## config.mk

```make
export PLATFORM = sky130hd
export DESIGN_NAME = seq_sub_32
export DESIGN_NICKNAME = d
export VERILOG_FILES = /design/src/rtl/seq_sub_32.sv
export SDC_FILE = /design/constraint.sdc
export NUM_CORES = 1
export LEC_CHECK = 0
export ABC_AREA = 1
export CORE_ASPECT_RATIO = 0.6
export CORE_MARGIN = 4
export CORE_UTILIZATION = 45
export DETAILED_ROUTE_END_ITERATION = 10
export MAX_ROUTING_LAYER = met4
export PLACE_DENSITY = 0.72
export SLEW_MARGIN = 20
export SYNTH_ARGS = -nofsm -noshare
export SYNTH_HDL_FRONTEND = slang
export SYNTH_SLANG_ARGS = --single-unit
```

## constraint.sdc

```tcl
create_clock -name clk -period 2.67 [get_ports clk]
set_input_delay 0.534 -clock clk [delete_from_list [all_inputs] [get_ports clk]]
set_output_delay 0.534 -clock clk [all_outputs]
set_load 0.02 [all_outputs]
```

## src/rtl/seq_sub_32.sv

```systemverilog
// -----------------------------------------------------------------------------
// seq_sub_32 : multi-cycle 32-bit subtractor, Z = a - b.
//
// The difference is formed as a + ~b + 1, DIGIT_W bits per clock, starting at
// the least significant digit.  A start/busy/done handshake frames each
// operation.  The unsigned borrow (a < b) and a zero-result flag are produced
// together with Z.  Result outputs change only on the completion edge, so a
// consumer never sees a partially built difference.
//
// Optional feature macro: SEQ_SUB_OVF_EN
//   When defined, an extra output port `ovf` reports signed two's-complement
//   overflow of a - b.  It is registered alongside Z.  When undefined, the port
//   and all sign-tracking state are absent.
// -----------------------------------------------------------------------------
module seq_sub_32 #(
    parameter int DIGIT_W = 4
) (
    input  logic        clk,
    input  logic        rst,
    input  logic        start,
    input  logic [31:0] a,
    input  logic [31:0] b,
    output logic        busy,
    output logic        done,
    output logic [31:0] Z,
    output logic        borrow_out,
    output logic        zero
`ifdef SEQ_SUB_OVF_EN
    ,
    output logic        ovf
`endif
);

    // -------------------------------------------------------------------------
    // Derived sizes
    // -------------------------------------------------------------------------
    localparam int N     = 32 / DIGIT_W;     // digits (and RUN edges) per op
    localparam int CNT_W = $clog2(N) + 1;    // wide enough to hold N itself

    localparam logic [CNT_W-1:0] CNT_LAST = CNT_W'(N - 1);
    localparam logic [CNT_W-1:0] CNT_ONE  = CNT_W'(1);

    // Reject digit widths that do not tile the 32-bit word evenly.
    generate
        if (!(DIGIT_W == 1 || DIGIT_W == 2 || DIGIT_W == 4 ||
              DIGIT_W == 8 || DIGIT_W == 16 || DIGIT_W == 32)) begin : g_bad_digit_w
            $error("seq_sub_32: DIGIT_W must be one of 1,2,4,8,16,32");
        end
    endgenerate

    // -------------------------------------------------------------------------
    // State encoding
    // -------------------------------------------------------------------------
    typedef enum logic [1:0] {
        S_IDLE = 2'd0,
        S_RUN  = 2'd1,
        S_DONE = 2'd2
    } state_t;

    // -------------------------------------------------------------------------
    // Helpers
    // -------------------------------------------------------------------------
    // One digit of the ripple: x + y + cin, returning {carry_out, sum_digit}.
    function automatic logic [DIGIT_W:0] digit_add(
        input logic [DIGIT_W-1:0] x,
        input logic [DIGIT_W-1:0] y,
        input logic               cin
    );
        logic [DIGIT_W:0] ext_x;
        logic [DIGIT_W:0] ext_y;
        logic [DIGIT_W:0] ext_c;
        ext_x = {1'b0, x};
        ext_y = {1'b0, y};
        ext_c = {{DIGIT_W{1'b0}}, cin};
        return ext_x + ext_y + ext_c;
    endfunction

    // Place a fresh digit at the top of the result word after shifting the
    // older digits down; after N steps the LSB digit sits at bit 0.
    function automatic logic [31:0] shift_in_digit(
        input logic [31:0]        acc,
        input logic [DIGIT_W-1:0] dig
    );
        logic [31:0] dig_ext;
        dig_ext = 32'(dig);
        return (acc >> DIGIT_W) | (dig_ext << (32 - DIGIT_W));
    endfunction

`ifdef SEQ_SUB_OVF_EN
    // Signed overflow of a - b: operands of different sign and the result's
    // sign differs from the minuend's.
    function automatic logic sub_overflow(
        input logic sign_a,
        input logic sign_b,
        input logic sign_z
    );
        return (sign_a != sign_b) && (sign_z != sign_a);
    endfunction
`endif

    // -------------------------------------------------------------------------
    // Registers and next-state values
    // -------------------------------------------------------------------------
    state_t             state_q,  state_d;
    logic [31:0]        a_q,      a_d;       // remaining minuend digits
    logic [31:0]        nb_q,     nb_d;      // remaining inverted subtrahend digits
    logic               carry_q,  carry_d;   // ripple carry between digits
    logic [CNT_W-1:0]   cnt_q,    cnt_d;     // digits already processed
    logic [31:0]        res_q,    res_d;     // partially assembled difference
    logic [31:0]        z_q,      z_d;
    logic               borrow_q, borrow_d;
    logic               zero_q,   zero_d;
    logic               done_q,   done_d;
`ifdef SEQ_SUB_OVF_EN
    logic               sign_a_q, sign_a_d;  // a[31] captured at start
    logic               sign_b_q, sign_b_d;  // b[31] captured at start
    logic               ovf_q,    ovf_d;
`endif

    logic [DIGIT_W:0]   sum_s;               // {carry_out, digit} of current step
    logic [31:0]        res_next_s;          // result word after current step

    assign sum_s      = digit_add(a_q[DIGIT_W-1:0], nb_q[DIGIT_W-1:0], carry_q);
    assign res_next_s = shift_in_digit(res_q, sum_s[DIGIT_W-1:0]);

    // State register and datapath registers; synchronous reset wins over start.
    always_ff @(posedge clk) begin
        if (rst) begin
            state_q  <= S_IDLE;
            a_q      <= 32'd0;
            nb_q     <= 32'd0;
            carry_q  <= 1'b0;
            cnt_q    <= {CNT_W{1'b0}};
            res_q    <= 32'd0;
            z_q      <= 32'd0;
            borrow_q <= 1'b0;
            zero_q   <= 1'b1;
            done_q   <= 1'b0;
`ifdef SEQ_SUB_OVF_EN
            sign_a_q <= 1'b0;
            sign_b_q <= 1'b0;
            ovf_q    <= 1'b0;
`endif
        end else begin
            state_q  <= state_d;
            a_q      <= a_d;
            nb_q     <= nb_d;
            carry_q  <= carry_d;
            cnt_q    <= cnt_d;
            res_q    <= res_d;
            z_q      <= z_d;
            borrow_q <= borrow_d;
            zero_q   <= zero_d;
            done_q   <= done_d;
`ifdef SEQ_SUB_OVF_EN
            sign_a_q <= sign_a_d;
            sign_b_q <= sign_b_d;
            ovf_q    <= ovf_d;
`endif
        end
    end

    // Next-state logic: handshake sequencing plus one digit step per RUN edge.
    always_comb begin
        // Hold everything unless a state below says otherwise; done is a pulse.
        state_d  = state_q;
        a_d      = a_q;
        nb_d     = nb_q;
        carry_d  = carry_q;
        cnt_d    = cnt_q;
        res_d    = res_q;
        z_d      = z_q;
        borrow_d = borrow_q;
        zero_d   = zero_q;
        done_d   = 1'b0;
`ifdef SEQ_SUB_OVF_EN
        sign_a_d = sign_a_q;
        sign_b_d = sign_b_q;
        ovf_d    = ovf_q;
`endif

        case (state_q)
            S_IDLE, S_DONE: begin
                // DONE accepts a new start exactly like IDLE, giving
                // back-to-back operation with one idle-free turnaround cycle.
                if (start) begin
                    a_d      = a;
                    nb_d     = ~b;
                    carry_d  = 1'b1;
                    cnt_d    = {CNT_W{1'b0}};
                    res_d    = 32'd0;
                    state_d  = S_RUN;
`ifdef SEQ_SUB_OVF_EN
                    sign_a_d = a[31];
                    sign_b_d = b[31];
`endif
                end else begin
                    state_d  = S_IDLE;
                end
            end

            S_RUN: begin
                // start is ignored here; the captured operands drive the op.
                a_d     = a_q  >> DIGIT_W;
                nb_d    = nb_q >> DIGIT_W;
                carry_d = sum_s[DIGIT_W];
                res_d   = res_next_s;
                cnt_d   = cnt_q + CNT_ONE;
                if (cnt_q == CNT_LAST) begin
                    // Final digit: publish the complete result and flags.
                    z_d      = res_next_s;
                    borrow_d = ~sum_s[DIGIT_W];
                    zero_d   = (res_next_s == 32'd0);
                    done_d   = 1'b1;
                    state_d  = S_DONE;
`ifdef SEQ_SUB_OVF_EN
                    ovf_d    = sub_overflow(sign_a_q, sign_b_q, res_next_s[31]);
`endif
                end else begin
                    state_d  = S_RUN;
                end
            end

            default: begin
                state_d = S_IDLE;
            end
        endcase
    end

    // -------------------------------------------------------------------------
    // Outputs, all taken directly from registers
    // -------------------------------------------------------------------------
    assign busy       = (state_q == S_RUN);
    assign done       = done_q;
    assign Z          = z_q;
    assign borrow_out = borrow_q;
    assign zero       = zero_q;
`ifdef SEQ_SUB_OVF_EN
    assign ovf        = ovf_q;
`endif

endmodule
```

==> impl_summary.md, run 1 <==
Status
The run finished with clean final reports.

Floorplanning
Once the floorplan was initialized, standard cells occupied 46.4% of the core. The core box area is 11400 um^2. In this run the horizontal extent of the chip is around 150 um. The floorplan step defined a die boundary enclosing 13600 um^2. For this design the top-level I/O count stands at 103. The die boundary height is 91.9 um.

After floorplanning, the core was divided into 30 placement rows.

Critical path
The delay of the slowest cell on the worst path is 600 ps. The startpoint of the worst register-to-register path is a_q[0]. The depth of the worst register-to-register path is 9. The critical path crosses 3 cells after its start point.

The element type at the critical path start is a flip-flop. At the worst endpoint, the required time is roughly 2100 ps. The end of the worst register-to-register path is zero. The slowest stage of the critical path is the sky130_fd_sc_hd__clkdlybuf4s50_1 cell. The type of the worst setup path is flip-flop to output pin. Across all register-to-register paths, the minimum setup slack is 700 ps.

The data arrival time of the critical path is 1750 ps. The largest fanout on the critical path is 8. The buffering stage count on the worst path with inverters included is 2. Broken down by cell family, the worst path's largest delay share belongs to buffers and inverters. The signal on the critical path passes through nand2_4 -> inv_2 -> clkdlybuf4s50_1.

The worst setup path is captured at an output pin.

Min path
Counting instances, the worst hold path has a depth of 2. The endpoint with the worst hold slack is a_q[28]. The classification of the worst-slack hold path is flip-flop to flip-flop. The startpoint of the most critical hold path is a_q[28].

Synth
The sequential share of the synthesized area is roughly half. Among all flip-flop cells after synthesis, the most frequent one is sky130_fd_sc_hd__dfxtp_1. The mean post-synth cell area is 7.57 um^2.

After synthesis, the largest area contributor takes up around half of total cell area. The synthesized netlist devotes 14.5% of its cell area to compound gates. The number of enable-type register cells in the synthesized netlist is 0. In this run the cell area of the synthesized design comes to 5270 um^2. The number of different library cells in the post-synthesis netlist is 28. Synthesis handed over a netlist of between 600 and 700 instances.

The portion of synthesized area spent on multiplexers is 0%. By area the synthesized netlist is led by sky130_fd_sc_hd__dfxtp_1 51%, sky130_fd_sc_hd__nand2_1 17%, sky130_fd_sc_hd__a21oi_1 6.6%, sky130_fd_sc_hd__nor2_1 4.1%, sky130_fd_sc_hd__a31oi_1 3.6%. The async set or reset register ratio after synthesis is 0%. The total number of yosys warnings is 0. The number of nets handed over by synthesis was slightly below 800. Synthesis inferred approximately 130 register bits. The dominant combinational cell family by area after synthesis is simple AND/OR/NAND/NOR gates.

The xor and xnor fraction of the mapped netlist area is less than 1%. The post-synthesis simple-gate area fraction is 25.8%. Of the total synthesized cell area, the portion taken by full adders, half adders and majority gates is 1.71%. The biggest area consumer among synthesized cells is sky130_fd_sc_hd__dfxtp_1.

STA
The clock tree skew after final layout is 6.70 ps. Timing would allow up to approximately 440 MHz. The number of pins exceeding their max-slew limit in the final report is 0. The worst pin sits at a relative slew slack of 41.9%. The post-route clock period utilization is 85.7%. The accumulated negative setup slack is 0 ps. The final setup violation count is 0.

The final-report hold violation count is 0. Setup repair after global routing left no endpoint under its margin. The final critical-path required period is 2290 ps. The measured slew at the worst slew-check pin is between 800 and 900 ps.

Power and ir drop
The share of total power dissipated in combinational logic is 8.5%. Power spread over the standard cell area amounts to around 740 nW/um^2. The net switching power is 1.15 mW. Net switching is between 20% and 30% of the power. The power share of the clock group is approximately 50%.

The portion of total power attributed to sequential cells is between 40% and 50%. Internal power comes to 3.96 mW. The completed layout was analyzed and its total power is 5.12 mW.

The peak supply drop is roughly 450 uV. The cell leakage power is 2.68 nW.

Clocking
The source-to-sink clock delay at the later pin of the worst-skew pair is 410 ps. The maximum root-to-sink buffer count is 2. The post-CTS setup-driven buffer insertion count is 0.

The number of instances resized during post-cts repair is 0. CTS placed an instance of sky130_fd_sc_hd__clkbuf_16 at the clock tree root. The clock tree from TritonCTS is yes.

After clock tree synthesis, the flow added hold-fix buffers numbering 0. Clock tree synthesis inserted a total of 17 buffers. The number of clock sinks is roughly 130. The H-tree generated during clock tree synthesis spans 4 levels.

The clock transition at the register clock pins on the worst setup and hold paths after CTS is about 60 ps.

Drt
Using the TritonRoute via totals, the vias-per-cell ratio works out to 5.02. After detailed routing, the average wire length per cell comes to 13.5 um. The count of routing violations after the opening detailed-route iteration is ~370.

For this block, the routed nets add up to between 10 and 15 mm of wire. Once detail routing completed, the nets flagged for antenna violations numbered 0. The iteration count of the initial detailed-routing pass is 4. The remaining design rule violation count is 0.

The vias after detailed routing is 4783.

Cells and area
From synthesis to final layout, the design area changed by 31.6%. The footprint of the multi-input gates is roughly 2200 um^2. Counting the fill cells in the layout gives 1027.

The ratio of cells with drive above 1 in the final layout is ~6.6%. The sequential cells in the finished layout cover a total of 2680 um^2. At the end of the flow, the number of nets in the layout was 853.

The share of the core filled with cells is 61.0%. 0 antenna diodes ended up in the layout. The final standard cell count with taps included and fillers excluded is 953.

Global route
The number of antenna violations at the first check in global routing is 0. The global-route wire length before repair is 21.6 mm. The number of global-route vias before repair is 4508. The total grt overflow is 0.

In the global route stage, overall resource usage came out at 20.0%. The maximum number of pins on one net before global-route repair is 92.

Place
The final weighted congestion in routability-driven placement is 0.794. The placed wire-length estimate is 8.59 mm. The number of instances in the placed design is 921.

The number of port buffers is 102.

Flow run
The tool flagged a number of max-cap violations equal to 0.
==> state kept, by name (all words and copies together), names as in the netlist <==
| register | cells |
|---|---|
| zero | 1 |
| done | 1 |
| state_q | 2 |
| cnt_q | 4 |
| carry_q | 1 |
| borrow_out | 1 |
| res_q | 28 |
| Z | 32 |
| a_q | 32 |
| nb_q | 32 |
==> worst max-delay path by stage <==
stage               slack (ps)  startpoint      end
detailed placement         370       start  a_q[22]
finish                     380  state_q[0]     busy
CTS                        360  state_q[0]     busy
global route               310  state_q[0]     busy
floorplan                  960      a_q[0]     zero
global placement           460       start  a_q[26]
==> cells in the final DEF (no fill, tap or decap), types with 6 or more instances in the layout <==
master	count
sky130_fd_sc_hd__nand2_1	242
sky130_fd_sc_hd__dfxtp_1	134
sky130_fd_sc_hd__clkdlybuf4s50_1	101
sky130_fd_sc_hd__a21oi_1	70
sky130_fd_sc_hd__nor2_1	58
sky130_fd_sc_hd__o21ai_0	35
sky130_fd_sc_hd__nand3_1	32
sky130_fd_sc_hd__a31oi_1	30
sky130_fd_sc_hd__inv_1	22
sky130_fd_sc_hd__clkbuf_16	17
sky130_fd_sc_hd__buf_4	7
sky130_fd_sc_hd__o22ai_1	6
==> worst reg2reg max path, stage by stage (launching register included) <==
cell                      delay (ps)
sky130_fd_sc_hd__dfxtp_1         320
sky130_fd_sc_hd__inv_1            80
sky130_fd_sc_hd__fa_1            410
sky130_fd_sc_hd__inv_1            90
sky130_fd_sc_hd__fa_1            480
sky130_fd_sc_hd__nor2_1          140
sky130_fd_sc_hd__nand4_1         110
sky130_fd_sc_hd__nor2_1          120
sky130_fd_sc_hd__nand3_1         100
sky130_fd_sc_hd__nand2_1          60
==> metrics by stage <==
| step | worst slack (ps) | area (um^2) | hold WS [ps] |
|---|---|---|---|
| global route | 314 | 6940 | 484 |
| detailed placement | 372 | 6280 | 457 |
| floorplan | 963 | 5270 | 436 |
| CTS | 361 | 6940 | 465 |
| global placement | 464 | 6280 | 448 |
| finish | 383 | 6940 | 462 |
==> Yosys cell counts, types with 2 or more instances <==
library cell / number
sky130_fd_sc_hd__o22ai_1: 6
sky130_fd_sc_hd__nand2_4: 2
sky130_fd_sc_hd__nor2_1: 58
sky130_fd_sc_hd__buf_2: 10
sky130_fd_sc_hd__dfxtp_1: 134
sky130_fd_sc_hd__o21ai_0: 35
sky130_fd_sc_hd__inv_1: 22
sky130_fd_sc_hd__clkbuf_1: 17
sky130_fd_sc_hd__buf_4: 12
sky130_fd_sc_hd__nand2_1: 242
sky130_fd_sc_hd__or2_2: 3
sky130_fd_sc_hd__nor2_4: 2
sky130_fd_sc_hd__fa_1: 2
sky130_fd_sc_hd__buf_6: 4
sky130_fd_sc_hd__a21oi_1: 70
sky130_fd_sc_hd__nand3_1: 32
sky130_fd_sc_hd__inv_2: 2
sky130_fd_sc_hd__inv_4: 2
sky130_fd_sc_hd__a31oi_1: 30
sky130_fd_sc_hd__ha_1: 4
==> power by group through the flow <==
| stage | sequential (mW) | clock, mW | combinational, mW |
|---|---|---|---|
| final | 2.13 | 2.56 | 0.433 |
| after CTS | 2.12 | 2.59 | 0.434 |
| after detailed placement | 2.17 | 0 | 0.431 |
| after global placement | 2.16 | 0 | 0.421 |
| after global routing | 2.13 | 2.70 | 0.485 |
| after floorplan | 2.15 | 0 | 0.289 |
==> cell families after synthesis <==
family	Yosys count
compound gates	143
flops	134
xor+xnor	1
buf+inv	72
simple gates	341
fa+ha+maj	6
==> metal layers <==
layer,vias up,GRT usage [%],wire [um]
li1,2433,-,-
met1,2204,27.5,6490
met2,129,29.3,5620
met3,17,4.59,618
met4,0,6.43,156
met5,-,-,0
==> cell type report <==
type                    count  area share, %
multi-input cells         491           32.1
inverters                  28           1.60
repair buffers            108           15.3
flip-flops and latches    134           38.7
well taps                 160           2.88
clock inverters            13           2.92
clock buffers              19           6.53
Power figures use the tool's default switching activity.
==> run 2: changes to the inputs <==
--- a/config.mk
+++ b/config.mk
@@ -11,8 +11,7 @@
 export CORE_UTILIZATION = 45
 export DETAILED_ROUTE_END_ITERATION = 10
 export MAX_ROUTING_LAYER = met4
-export PLACE_DENSITY = 0.72
-export SLEW_MARGIN = 20
+export PLACE_DENSITY = 0.75
 export SYNTH_ARGS = -nofsm -noshare
 export SYNTH_HDL_FRONTEND = slang
 export SYNTH_SLANG_ARGS = --single-unit
==> constraint.sdc (replaced) <==
create_clock -name clk -period 1.8 [get_ports clk]
set_input_delay 0.36 -clock clk [delete_from_list [all_inputs] [get_ports clk]]
set_output_delay 0.36 -clock clk [all_outputs]
set_load 0.02 [all_outputs]
==> run 2 against run 1 <==
Net effect: die area stayed put; worst hold slack lost 8.3 ps; final area is 2.3% higher; largest cell class unchanged; wire length is 1.7% higher; critical path depth grew 6; highest routed layer unchanged; critical path type is now flip-flop to flip-flop.
==> impl_summary.md, run 2 (synthesized netlist as in run 1, its figures left out) <==
Status
The flow ran to the end, and the final reports show no timing, DRC or antenna violations.

Clocking
The maximum root-to-sink buffer count is 2. The number of clock sinks is 134. Counting the buffers created by CTS gives 17. Buffers inserted to repair hold after CTS numbered 0. TritonCTS built the clock tree.

Clock-pin slew was measured on the worst setup and hold paths at ~60 ps. The maximum level of the CTS H-tree is 4. The master cell of the clock root buffer is sky130_fd_sc_hd__clkbuf_16. Clock latency on the worst-skew pair, taken at its later pin, is a little over 400 ps.

Drt
The per-cell via count in the routed design is 4.99. The detail route stage leaves a number of antenna-violating nets equal to 0. The vias after detailed routing is between 4k and 5k.

In the final routed layout, each cell accounts on average for approximately 14 um. After detailed routing, the number of remaining DRC violations is 0. After detailed routing, the total wire length is 13.1 mm. After the first detailed-routing iteration, the DRC count stood at 420. The iteration count of the initial detailed-routing pass is 5.

STA
The tightest hold path in the finished design has a slack of 454 ps. The maximum clock frequency is around 570 MHz. The worst slew margin relative to its limit is 66.0%. Setup repair after global routing could not meet its margin everywhere. Setup violations remaining at the end of the flow were counted as 0. The number of pins exceeding their max-slew limit in the final report is 0.

The worst path uses between 90% and 100% of the clock period. The accumulated negative setup slack is 0 ps. For the pin with the worst max-slew slack, the measured transition is 510 ps. Setup slack on the critical path of the routed design comes to roughly 54 ps. The clock arrives with 6.43 ps of skew. For the finished layout, the period the worst path requires is 1750 ps. The final-report hold violation count came to 0.

Power and ir drop
For this design the total switching power over the nets is 1.75 mW. IR analysis of the VDD net gives a maximum drop of slightly below 700 uV. The share of total power dissipated in sequential elements is 40.1%. Net switching is 22.2% of the power. The cell leakage power is 2.76 nW. The internal power of the cells totals 6.12 mW. In this run, the clock network consumes 51.0% of the power. Combinational logic burns 8.9% of the power.

For this design the ratio of total power to cell area is ~1100 nW/um^2. The completed layout was analyzed and its total power is 7.87 mW.

Critical path
STA classifies the critical path endpoint as a flip-flop. The worst endpoint required time is 2150 ps. The critical path starts at a_q[0]. The category of cells accounting for the largest share of critical-path delay is adder cells. Walking the worst path, the cells encountered are inv_2 -> fa_2 -> inv_2 -> fa_1 -> nor2_1 -> nand4_1 -> nor2_1 -> nand3_1 -> nand2_1. The number of buffers and inverters on the critical path is 2. For the worst setup path, the data arrival time is 2100 ps.

The startpoint of the worst register-to-register path is a_q[0]. The setup path with the least slack is of type flip-flop to flip-flop. The largest fanout on the critical path is 2. The slowest stage of the critical path is the sky130_fd_sc_hd__fa_1 cell.

The element type at the critical path start is a flip-flop. For this run, the slowest stage of the critical path takes 430 ps.

Place
After legalization and detailed placement, the total HPWL measured a little under 9 mm. The placed instances occupy a cell area of 6400 um^2. The number of placed instances, taps included, is 930. The final weighted congestion in routability-driven placement is 0.806. The number of port buffers is between 100 and 150. The worst setup timing slack at the placement stage is -20.9 ps.

Flow run
The tool flagged a number of max-cap violations equal to 0.

Floorplanning
In this run the horizontal extent of the chip is 148 um. The floorplan step defined a die boundary enclosing 13600 um^2. The initial core utilization is 46.4%. The initialized floorplan defines 30 standard-cell rows.

The die boundary height is between 90 and 100 um. The total area inside the core boundary comes to 11400 um^2. The number of ports placed on the die boundary is 103.

Min path
The worst hold path belongs to the class input port to flip-flop. The startpoint of the most critical hold path is rst.

Global route
The number of global-route vias before repair is 4568. The number of antenna violations at the first check in global routing was 0. The maximum number of pins on one net before global-route repair is 99.

The total grt overflow is 0. The total routing usage reported by global routing is 20.2%. The first global-routing pass estimated between 20 and 25 mm of wire.

Cells and area
The post-route standard cell area excluding fillers is 7100 um^2. The final antenna diode count is 0. The synthesis-to-layout area growth is 34.7%.

In the layout the commonest cells are 242 x sky130_fd_sc_hd__nand2_1, 132 x sky130_fd_sc_hd__dfxtp_1, 100 x sky130_fd_sc_hd__clkdlybuf4s50_1. The share of the core filled with cells is between 60% and 70%. The ratio of cells with drive above 1 in the final layout is 8.22%. At the end of the flow, the number of nets in the layout was 863. The final standard cell count with taps included and fillers excluded is 963. The library cell used most frequently in the layout, excluding fill and tap cells, is sky130_fd_sc_hd__nand2_1.
[run 2: changes by cell type in the layout (fill, tap and decap cells not counted), sizes merged]
cell,change
clkinv,-3
clkdlybuf4s50,-1
buf,+10
clkbuf,+2
bufinv,+1
inv,+1
clkinvlp,-1
dlygate4sd2,+1
[run 2: metal layers]
layer / up-vias / wire length [um] / share of wire, % / GRT usage (%)
met1: 2195 / 6390 / 49 / 27.3
met2: 147 / 5830 / 44 / 29.9
met5: - / 0 / 0 / -
met4: 0 / 90 / 0.69 / 6.67
li1: 2453 / - / - / -
met3: 8 / 788 / 6.0 / 5.09
[run 2: area by class of cell]
class	count	area, um^2
Inverter	28	111
Tap cell	160	200
Fill cell	973	4270
Sequential cell	134	2690
Multi-Input combinational cell	491	2230
Clock inverter	11	219
Timing Repair Buffer	118	1190
Clock buffer	21	470
[run 2: path summary, 6_finish.rpt]
path	to	slack [ps]	depth (start not counted)
worst max-delay path	zero	50	9
worst min-delay path	Z[28]	450	4
worst max register to register	zero	50	9
worst min register to register	a_q[28]	460	2
[run 2: power by group through the flow]
stage          clock network, mW  registers (mW)  logic [mW]
6_report                    4.01            3.15       0.702
3_3_place_gp                   0            3.21       0.676
5_1_grt                     4.20            3.16       0.779
3_5_place_dp                   0            3.21       0.693
2_1_floorplan                  0            3.19       0.429
4_1_cts                     4.05            3.15       0.699
[run 2: what timing repair did]
item                       CTS  global route
setup endpoints to repair    2             1
setup buffers                0             1
gates cloned                 0             0
gates resized for setup      3             3
pin swaps                    2             4
[run 2: tightest hold or removal path, cell delays in order]
cell                       delay [ps]
sky130_fd_sc_hd__buf_4            130
sky130_fd_sc_hd__clkinv_1         170
sky130_fd_sc_hd__nand3_1          100
sky130_fd_sc_hd__o21ai_0           70
